===== config.mk =====
export PLATFORM = sky130hd
export DESIGN_NAME = timer_counter
export DESIGN_NICKNAME = d
export VERILOG_FILES = /design/src/rtl/timer_counter.sv
export SDC_FILE = /design/constraint.sdc
export NUM_CORES = 1
export LEC_CHECK = 0
export ABC_CLOCK_PERIOD_IN_PS = 2550
export CORE_ASPECT_RATIO = 1.5
export CORE_MARGIN = 3
export CORE_UTILIZATION = 30
export CTS_CLUSTER_DIAMETER = 200
export DETAILED_ROUTE_END_ITERATION = 8
export GPL_ROUTABILITY_DRIVEN = 0
export MAX_ROUTING_LAYER = met4
export SETUP_SLACK_MARGIN = 0.15
export SYNTH_ARGS = -nofsm -noshare
export SYNTH_HDL_FRONTEND = slang
export SYNTH_SLANG_ARGS = --single-unit

===== constraint.sdc =====
create_clock -name clk -period 2.55 [get_ports clk]
set_input_delay 0.51 -clock clk [delete_from_list [all_inputs] [get_ports clk]]
set_output_delay 0.51 -clock clk [all_outputs]
set_load 0.03 [all_outputs]

===== src/rtl/timer_counter.sv =====
// -----------------------------------------------------------------------------
// timer_counter
// Memory-mapped 32-bit countdown timer with one-shot and auto-reload modes.
//
// Ports
//   clk    in   1   system clock, rising edge
//   reset  in   1   synchronous, active-high; overrides any write or count
//   Addr   in  32   bus address, only Addr[3:2] selects a register
//   WE     in   1   full-word write strobe for this device
//   Din    in  32   write data
//   Dout   out 32   read data, combinational from Addr[3:2]
//   IRQ    out  1   interrupt request level (irq_pending & CTRL.IM)
//
// Register map (Addr[3:2])
//   0 CTRL   : bit0 En, bits2:1 Mode (1 = auto-reload, others = one-shot),
//              bit3 IM; writing CTRL clears the pending interrupt
//   1 PRESET : reload value
//   2 COUNT  : current count, read-only
//   3        : reads 0, writes ignored
// -----------------------------------------------------------------------------
module timer_counter (
  input  logic        clk,
  input  logic        reset,
  input  logic [31:0] Addr,
  input  logic        WE,
  input  logic [31:0] Din,
  output logic [31:0] Dout,
  output logic        IRQ
);

  typedef enum logic [1:0] {
    ST_IDLE = 2'd0,
    ST_LOAD = 2'd1,
    ST_CNT  = 2'd2,
    ST_INT  = 2'd3
  } state_t;

  localparam logic [1:0] ADDR_CTRL   = 2'd0;
  localparam logic [1:0] ADDR_PRESET = 2'd1;
  localparam logic [1:0] ADDR_COUNT  = 2'd2;
  localparam logic [1:0] MODE_AUTO   = 2'd1;

  state_t      r_state;
  logic [3:0]  r_ctrl;
  logic [31:0] r_preset;
  logic [31:0] r_count;
  logic        r_pend;
  logic        r_irq;

  state_t      w_state_nxt;
  logic [3:0]  w_ctrl_nxt;
  logic [31:0] w_preset_nxt;
  logic [31:0] w_count_nxt;
  logic        w_pend_nxt;
  logic        w_ctrl_wr;
  logic        w_preset_wr;
  logic        w_en;
  logic        w_auto;
  logic        w_unused_addr;

  // Address bits outside the word select are intentionally ignored.
  assign w_unused_addr = ^{Addr[31:4], Addr[1:0]};

  assign w_ctrl_wr   = WE && (Addr[3:2] == ADDR_CTRL);
  assign w_preset_wr = WE && (Addr[3:2] == ADDR_PRESET);
  assign w_en        = r_ctrl[0];
  assign w_auto      = (r_ctrl[2:1] == MODE_AUTO);

  // Write decode first, then the FSM acts on the registered state/CTRL.
  always_comb begin
    w_state_nxt  = r_state;
    w_count_nxt  = r_count;
    w_ctrl_nxt   = r_ctrl;
    w_pend_nxt   = r_pend;
    w_preset_nxt = r_preset;

    if (w_ctrl_wr) begin
      w_ctrl_nxt = Din[3:0];
      w_pend_nxt = 1'b0;
    end else begin
      w_ctrl_nxt = r_ctrl;
    end

    if (w_preset_wr) begin
      w_preset_nxt = Din;
    end else begin
      w_preset_nxt = r_preset;
    end

    case (r_state)
      ST_IDLE: begin
        if (w_en) begin
          w_state_nxt = ST_LOAD;
        end else begin
          w_state_nxt = ST_IDLE;
        end
      end
      ST_LOAD: begin
        w_count_nxt = r_preset;
        w_state_nxt = ST_CNT;
      end
      ST_CNT: begin
        if (!w_en) begin
          w_state_nxt = ST_IDLE;
        end else if (r_count > 32'd1) begin
          w_count_nxt = r_count - 32'd1;
        end else begin
          // Expiry at 1 or 0 keeps PRESET=0 behaving like PRESET=1.
          w_count_nxt = 32'd0;
          w_pend_nxt  = 1'b1;
          w_state_nxt = ST_INT;
        end
      end
      ST_INT: begin
        if (w_auto) begin
          w_pend_nxt = 1'b0;
        end else if (!w_ctrl_wr) begin
          // One-shot stops itself unless software rewrote CTRL this cycle.
          w_ctrl_nxt[0] = 1'b0;
        end else begin
          w_ctrl_nxt = Din[3:0];
        end
        w_state_nxt = ST_IDLE;
      end
      default: begin
        w_state_nxt = ST_IDLE;
      end
    endcase
  end

  // State and register update with synchronous reset priority.
  always_ff @(posedge clk) begin
    if (reset) begin
      r_state  <= ST_IDLE;
      r_ctrl   <= 4'd0;
      r_preset <= 32'd0;
      r_count  <= 32'd0;
      r_pend   <= 1'b0;
      r_irq    <= 1'b0;
    end else begin
      r_state  <= w_state_nxt;
      r_ctrl   <= w_ctrl_nxt;
      r_preset <= w_preset_nxt;
      r_count  <= w_count_nxt;
      r_pend   <= w_pend_nxt;
      // Registered copy of pending & IM, identical in timing to the AND of the registers.
      r_irq    <= w_pend_nxt & w_ctrl_nxt[3];
    end
  end

  assign IRQ = r_irq;

  // Combinational read mux, no read side effects.
  always_comb begin
    Dout = 32'd0;
    case (Addr[3:2])
      ADDR_CTRL:   Dout = {28'd0, r_ctrl};
      ADDR_PRESET: Dout = r_preset;
      ADDR_COUNT:  Dout = r_count;
      default:     Dout = 32'd0;
    endcase
  end

endmodule


; ---- Yosys cells after proc, flatten, opt, wreduce, memory -nomap -nowiden
; Index checks and enable logic that the tools add are counted.
; W data, S select, Z words.
[word_totals]
ff_bits = 72
in_bits = 67
out_inout_bits = 33
wordCells = 41
[classes]
n_addsub = 1
n_lt_le_gt_ge = 1
eq_ne = 8
muxes = 18
bitwise = 1
reduce_logical = 6
[ops]
columns = op, count
row1 = $pmux W32 S3, 1
row2 = $mux W32, 2
row3 = $pmux W32 S2, 1
row4 = $gt A32 B1 Y1 const B, 1
row5 = $sub A32 B1 Y32 const B, 1
row6 = $mux W4, 3
row7 = $pmux W2 S4, 1
row8 = $eq A2 B1 Y1 const B, 3
row9 = $eq A2 B2 Y1 const B, 3
row10 = $mux W1, 6
row11 = $logic_not A2 Y1, 2
row12 = $mux W2, 2
row13 = $mux W3, 1
row14 = $ne A3 B3 Y1 const B, 1
row15 = $logic_and A1 B1 Y1, 2
row16 = $ne A2 B2 Y1 const B, 1
row17 = $pmux W1 S2, 1
row18 = $reduce_and A2 Y1, 1
row19 = $reduce_bool A2 Y1, 1
row20 = $and A1 B1 Y1, 1

; ---- Depth between registers and ports, before layout
; Gate-level depths: netlist (run 1).
[logic_depth]
ltp_word = 7
mapped_depth = 9
mapped_depth_nobuf = 7

; ---- Worst setup path before layout (run 1)
; OpenSTA, ideal clock, no wires.
[synth_timing]
kind = input to output
startpoint = in Addr[3]
endpoint = out Dout[10]
t_arrival_ns = 1.862
required_time_ns = 2.040
setup_slack_ns = 0.178
path_stages = 5
n_path_buf = 3
cell_sequence = clkbuf_1 nor2b_1 clkbuf_1 buf_1 a22o_1
[synth_via]
elab_chain_cells = 2
elab_cells_between_ends = 4
cone_classes = eq/ne (2) / mux (1) / reduce/logical (1)
[synth_rtl]
columns = element, line_no
row1 = start: declaration, 24  ; input logic [31:0] Addr,
row2 = $eq A2 B2 Y1 (tied with other cells), 156  ; case (Addr[3:2])
row3 = $pmux W32 S3 *, 156
row4 = end: declaration, 27  ; output logic [31:0] Dout,
; Mark *: on every way between the ends. The rest lies on a longest branch, timed or not.

; ---- Worst setup path after layout (run 1)
[layout_timing]
startpoint = reg r_count[3]
endpoint = reg r_count[28]
[layout_via]
elab_chain_cells = 4
elab_cells_between_ends = 5
cone_classes = add/sub (1) / order compare (1) / mux (3)
[layout_rtl]
columns = element, line_no
row1 = start: declaration, 46  ; logic [31:0] r_count;
row2 = start signal: assignment, 144  ; r_count <= w_count_nxt;
row3 = $sub A32 B1 Y32 or $gt A32 B1 Y1 (tied branches), "106, 105"
row4 = $mux W32 *, 105  ; end else if (r_count > 32'd1) begin
row5 = $mux W32 *, 103  ; if (!w_en) begin
row6 = $pmux W32 S2 *, 90  ; case (r_state)
; Mark *: on every way between the ends. The rest lies on a longest branch, timed or not. The select of a mux whose other input is x is not followed.
; A chain may end at the register's enable or synchronous reset.

==> qor.yml, run 1 <==
status: "finished clean"
ys_async_sr_fraction_pct: 0
wl_per_cell_um: 17.8
synthXorXnorAreaFrac_pct: 0.420
drcViolationCount: 0
place_inst: 776
worstHoldPathType: "register to register"
relSlewSlack_pct: 61.0
synth.avg_cell_area_um2: 7.50
holdPathStages: 2
drt-total-wl_um: 14100
required_ns: 2.80
syn2layout_area_growth_pct: 34.9
holdPathEnd: "r_preset[11]"
r2r-start: "r_count[3]"
arrival_ns: 2.58
synth_fp_nets: 625
synth_edf_count: 0
cts_setup_buffers: 0
core_area_um2: 13500
synth_top_family_by_area: "compound AO/OA/AOI/OAI gates"
fin_setup_tns_ns: 0
netlist_area_um2: 4170
path_cells: "nor4_4, nand3_1, or2_1, or4_1, a31oi_1"
io_buffers: 69
peakVddDrop_uv: 253
worst-setup-path-type: "register to register"
start_kind: "register"
ys_types: 53
grt-ovfl-total: 0
cts.sinks: 72
critical-path-top-delay-family: "simple AND/OR/NAND/NOR gates"
vias: 4612
pin_count: 100
clock_latency_ns: 0.34
yosysSeqAreaShare_pct: 34.5
synthFlopType: "dfxtp_1"
ctsHoldBuffers: 0
crit_path_top_delay_cell: "nor4_4"
cts_tree: "built"
die_area_um2: 15400
path_buf_inv: 0
drt_iter0_markers: 324
post_cts_resized: 0
synth_cells: 556
htree_levels: 3
grt_pass1_vias: 4560
dpl.hpwl_um: 10200
synth_warnings: 0
nets: 694
endpoint_kind: "register"
first_pass_iters: 5
worstReg2RegEnd: "r_count[28]"
slowest_delay_ns: 0.51
routed_via_density: 5.82
hp-start: "r_preset[11]"
cts_made_buffers: 9
synthAdderAreaFrac_pct: 0.600
rows: 52
busiest_layer: "met2"
met3_usage_pct: 2.50
die_h_um: 150
slew_violations: 0
synth_mux_area_share_pct: 2.64
fin_cells: 792
min_period_ns: 2.32
max_freq_ghz: 0.431
grt_pass1_wl_um: 22800
leakagePower_uw: 0.00225
synth_compound_area_share_pct: 29.6
cts_root_buf: "clkbuf_16"
r2r_slack_ns: 0.23
grtUsageTotal_pct: 19.3
fin_crit_sh_pct: 91.1
clock_path_buffers: 2
clk_pin_slew_ns: 0.06
antenna_found_initial: 0
crit_fanout: 7
skew_ns: 0.00820
use_met1_pct: 23.1
hold_viol_final: 0
ys_seq_elements: 72
finalSetupViolations: 0
grt_max_degree: 56
tightestPinTransition_ns: 0.583
rsz0062_at_grt: "false"
ant_nets: 0
cap_violations: 0
reg2reg_depth: 5
filler_cell_count: 1339
met2_usage_pct: 31.8
drive_gt1_share_pct: 15.6
p_per_area_nw_per_um2: 575
synth-simple-area-share_pct: 26.6
dieWidth_um: 102
diodes: 0
start_util_pct: 30.8
## registers in the layout, summed over array words and instances, names as in the netlist, named ones only
register / flops
r_count: 32
r_pend: 1
r_preset: 32
IRQ: 1
r_ctrl: 2
r_state: 2
## worst max-delay path by stage
stage                     from           to  cells past startpoint
floorplan              Addr[3]     Dout[10]                      5
global placement       Addr[2]      Dout[2]                      6
detailed placement     Addr[2]     Dout[30]                      5
CTS                    Addr[2]     Dout[30]                      5
global route        r_count[0]  r_count[29]                      7
finish              r_count[3]  r_count[28]                      5
## cell type report
class	instances	area (um^2)	area share, %
clock buffer	12	267	4.73
clock inverter	4	73.8	1.31
inverter	7	26.3	0.467
multi-input combinational	429	2520	44.7
sequential	72	1440	25.6
tap	162	203	3.60
timing repair buffer	106	1100	19.6
## per-stage QoR
step / total power [uW] / instance area [um^2] / hold WS [ns] / worst slack (ns) / util, %
global route: 3350 / 5630 / 0.496 / 0.183 / 41.6
global placement: 1810 / 5270 / 0.463 / 0.190 / 38.9
floorplan: 1570 / 4170 / 0.446 / 0.178 / -
CTS: 3240 / 5610 / 0.474 / 0.163 / 41.5
detailed placement: 1820 / 5270 / 0.466 / 0.166 / 38.9
finish: 3230 / 5630 / 0.477 / 0.228 / 41.6
## tightest hold or removal path: stages (launching register included)
cell,delay [ns]
dfxtp_1,0.32
nand2_1,0.06
a21oi_1,0.05
## routing by layer
metal  up-vias  share of wire [%]
met5         -                  0
met4         0                2.9
met3        39                5.5
met2       191                 51
met1      2184                 41
li1       2198                  -
## where the power goes
part / internal, uW / switching, uW / leakage (uW)
Clock: 938 / 486 / 0.000169
Sequential: 1160 / 43.3 / 0.000583
Combinational: 269 / 343 / 0.00150
## logic make-up after synthesis
| family | Yosys count |
|---|---|
| compound gates | 198 |
| xor+xnor | 2 |
| mux | 11 |
| fa+ha+maj | 2 |
| buf+inv | 55 |
| simple gates | 216 |
| flops | 72 |
## synth_stat cells, drive strengths merged, types with 2 or more instances
library cell | number | area, um^2
a21oi | 69 | 345
a22o | 28 | 245
xnor2 | 2 | 17.5
dfxtp | 72 | 1440
nor2 | 29 | 109
nand2b | 3 | 18.8
o211ai | 2 | 15.0
a211oi | 6 | 45.0
o21ai | 55 | 275
a2111oi | 3 | 26.3
nor3 | 14 | 70.1
mux2i | 11 | 110
a221oi | 5 | 43.8
inv | 7 | 26.3
o21a | 3 | 22.5
nand2 | 88 | 333
o32ai | 2 | 17.5
a311oi | 3 | 26.3
nand3 | 19 | 100
nand4 | 9 | 56.3
o41ai | 2 | 17.5
or4 | 6 | 45.0
nor4 | 13 | 139
or2 | 3 | 18.8
buf | 13 | 75.1
a31oi | 5 | 31.3
ha | 2 | 25.0
o31ai | 4 | 30.0
nor3b | 4 | 30.0
clkbuf | 35 | 131
o31a | 5 | 43.8
or3 | 14 | 87.6
nor2b | 6 | 37.5
nor4b | 2 | 17.5
## layout by cell type (no fill, tap or decap), types with 3 or more instances in the layout
master           synthesis  layout
a21oi_1                 69      69
nor2b_1                  6       4
buf_12                   0      17
nor3b_1                  4       3
nand4_1                  9       9
clkdlybuf4s50_1          0      34
a22o_1                  28      28
a221oi_1                 5       5
clkbuf_16                0       9
nand2_1                 87      87
dfxtp_1                 72      72
clkbuf_8                 0       3
o31a_1                   5       5
a311oi_1                 3       3
nand2b_1                 3       3
or4_1                    6       6
nor4_4                   3       3
buf_4                    0      52
nand3_1                 18      18
a31oi_1                  5       5
a211oi_1                 6       6
mux2i_1                 11      11
nor4_1                   8       8
or3_1                   14      14
o31ai_1                  4       4
nor2_1                  29      29
nor3_1                  14      14
o21ai_0                 55      55
o21a_1                   3       3
a2111oi_0                3       3
inv_1                    7       7
Note: power is estimated with default switching activity, not from simulation.
==> run 2, diff against run 1 <==
- ABC_CLOCK_PERIOD_IN_PS: 2550 -> 2100
- clock period: 2.55 -> 2.1 ns (I/O delays scaled with it)
==> qor.yml, run 2 (synthesis gave the netlist of run 1 again) <==
drt_iter0_markers: 348  # +7.4%
start_util_pct: 30.8  # unchanged
endpoint_kind: "register"
grt_pass1_vias: 4710  # +3.3%
cp-startpoint: "r_count[30]"
rows: 52  # unchanged
dpl.hpwl_um: 11000  # +8.1%
arrival_ns: 2.27  # -0.31 ns
rsz0062_at_grt: "true"
grt_pass1_wl_um: 24200  # +6.0%
ctsHoldBuffers: 0  # unchanged
routed_via_density: 5.84  # +0.36%
hp-start: "reset"
dieWidth_um: 102  # unchanged
skew_ns: 0.00673  # -0.00147 ns
p_per_area_nw_per_um2: 645  # +12%
worstHoldPathType: "primary input to register"
antenna_found_initial: 0  # unchanged
clk_pin_slew_ns: 0.06  # about the same
vias: 4880  # +5.8%
fin_cells: 835  # +5.4%
pin_count: 100  # unchanged
cts.sinks: 72  # unchanged
min_period_ns: 2.05  # -0.275 ns
htree_levels: 3  # unchanged
grt-ovfl-total: 0  # unchanged
drive_gt1_share_pct: 32.1  # +17 points
fin_crit_sh_pct: 97.5  # +6.4 points
peakVddDrop_uv: 400  # +58%
leakagePower_uw: 0.00250  # +11%
wl_per_cell_um: 18.4  # +3.4%
diodes: 0  # unchanged
place_inst: 807  # +4.0%
die_h_um: 150  # unchanged
clock_latency_ns: 0.34  # about the same
io_buffers: 69  # unchanged
crit_fanout: 4  # -3
finalSetupViolations: 0  # unchanged
syn2layout_area_growth_pct: 49.0
drt-total-wl_um: 15400  # +9.0%
nets: 737  # +6.2%
cts_made_buffers: 9  # unchanged
drcViolationCount: 0  # unchanged
max_freq_ghz: 0.489  # +13%
grtUsageTotal_pct: 20.5  # +1.2 points
reg_top3: "r_count x32, r_preset x32"
clock_path_buffers: 2  # unchanged
worst-setup-path-type: "register to register"
cts_root_buf: "clkbuf_16"
fin_setup_tns_ns: 0  # unchanged
grt_max_degree: 33  # -41%
required_ns: 2.33  # -0.47 ns
ant_nets: 0  # unchanged
layout_common_cells: "buf_4, nand2_1, dfxtp_1"
start_kind: "register"
r2r-start: "r_count[30]"
relSlewSlack_pct: 67.1  # +6.1 points
final_common_cell: "buf_4"
hold_viol_final: 0  # unchanged
die_area_um2: 15400  # unchanged
first_pass_iters: 5  # unchanged
slew_violations: 0  # unchanged
core_area_um2: 13500  # unchanged
cap_violations: 0  # unchanged
cts_tree: "built"
status: "finished clean"
tightestPinTransition_ns: 0.489  # -0.0946 ns
-- run 2: changes by cell type in the layout (fill, tap and decap cells not counted), moves of 7 or more --
cell	before	now
buf_4	52	88
nand3_1	18	11
buf_6	0	7
a22o_2	0	26
a22o_1	28	2
o21ai_0	55	47
-- run 2: final timing paths --
| kind | end | slack, ns | cells past startpoint |
|---|---|---|---|
| setup / recovery | r_count[24] | 0.05 | 6 |
| hold / removal | r_count[17] | 0.45 | 2 |
| setup reg to reg | r_count[24] | 0.05 | 6 |
| hold reg to reg | r_preset[6] | 0.47 | 2 |
-- run 2: layout make-up --
type / count / area [um^2]
Fill cell: 1351 / 7310
Multi-Input combinational cell: 429 / 2810
Sequential cell: 72 / 1450
Timing Repair Buffer: 149 / 1430
Clock buffer: 13 / 260
Tap cell: 162 / 203
Clock inverter: 3 / 40.0
Inverter: 7 / 28.8
-- run 2: worst max-delay path, stage by stage (launching register included) --
cell	delay (ns)
dfxtp_1	0.31
or3_4	0.41
or3_4	0.34
or3_4	0.46
buf_6	0.16
a31oi_1	0.18
nor3_1	0.07
-- run 2: timing repair --
| item | CTS | global route |
|---|---|---|
| setup buffers | 8 | 4 |
| resized for setup | 31 | 43 |
| endpoints found under the setup margin | 60 | 46 |
| pin swaps | 8 | 21 |
-- run 2: report_power, final --
group | internal [uW] | leakage (uW) | switching, uW
sequential | 1400 | 0.000586 | 44.8
combinational | 467 | 0.00177 | 536
clock | 981 | 0.000150 | 580
-- run 2: layer usage --
layer | vias to the layer above | track usage [%] | part of all wire (%)
li1 | 2289 | - | -
met1 | 2351 | 25.1 | 41
met2 | 191 | 33.2 | 51
met3 | 49 | 2.92 | 4.8
met4 | 0 | 9.32 | 3.5
met5 | - | - | 0
-- run 2: through the flow --
| step | hold slack (ns) | total power [uW] | utilization, % | setup slack (ns) | instance area [um^2] |
|---|---|---|---|---|---|
| floorplan | 0.446 | 1920 | - | 0.155 | 4260 |
| CTS | 0.434 | 3910 | 44.5 | 0.132 | 6020 |
| global placement | 0.461 | 2260 | 41.1 | -0.164 | 5560 |
| finish | 0.447 | 4010 | 46.0 | 0.0530 | 6220 |
| detailed placement | 0.463 | 2270 | 41.1 | -0.183 | 5560 |
| global route | 0.456 | 4140 | 46.0 | 0.0136 | 6220 |
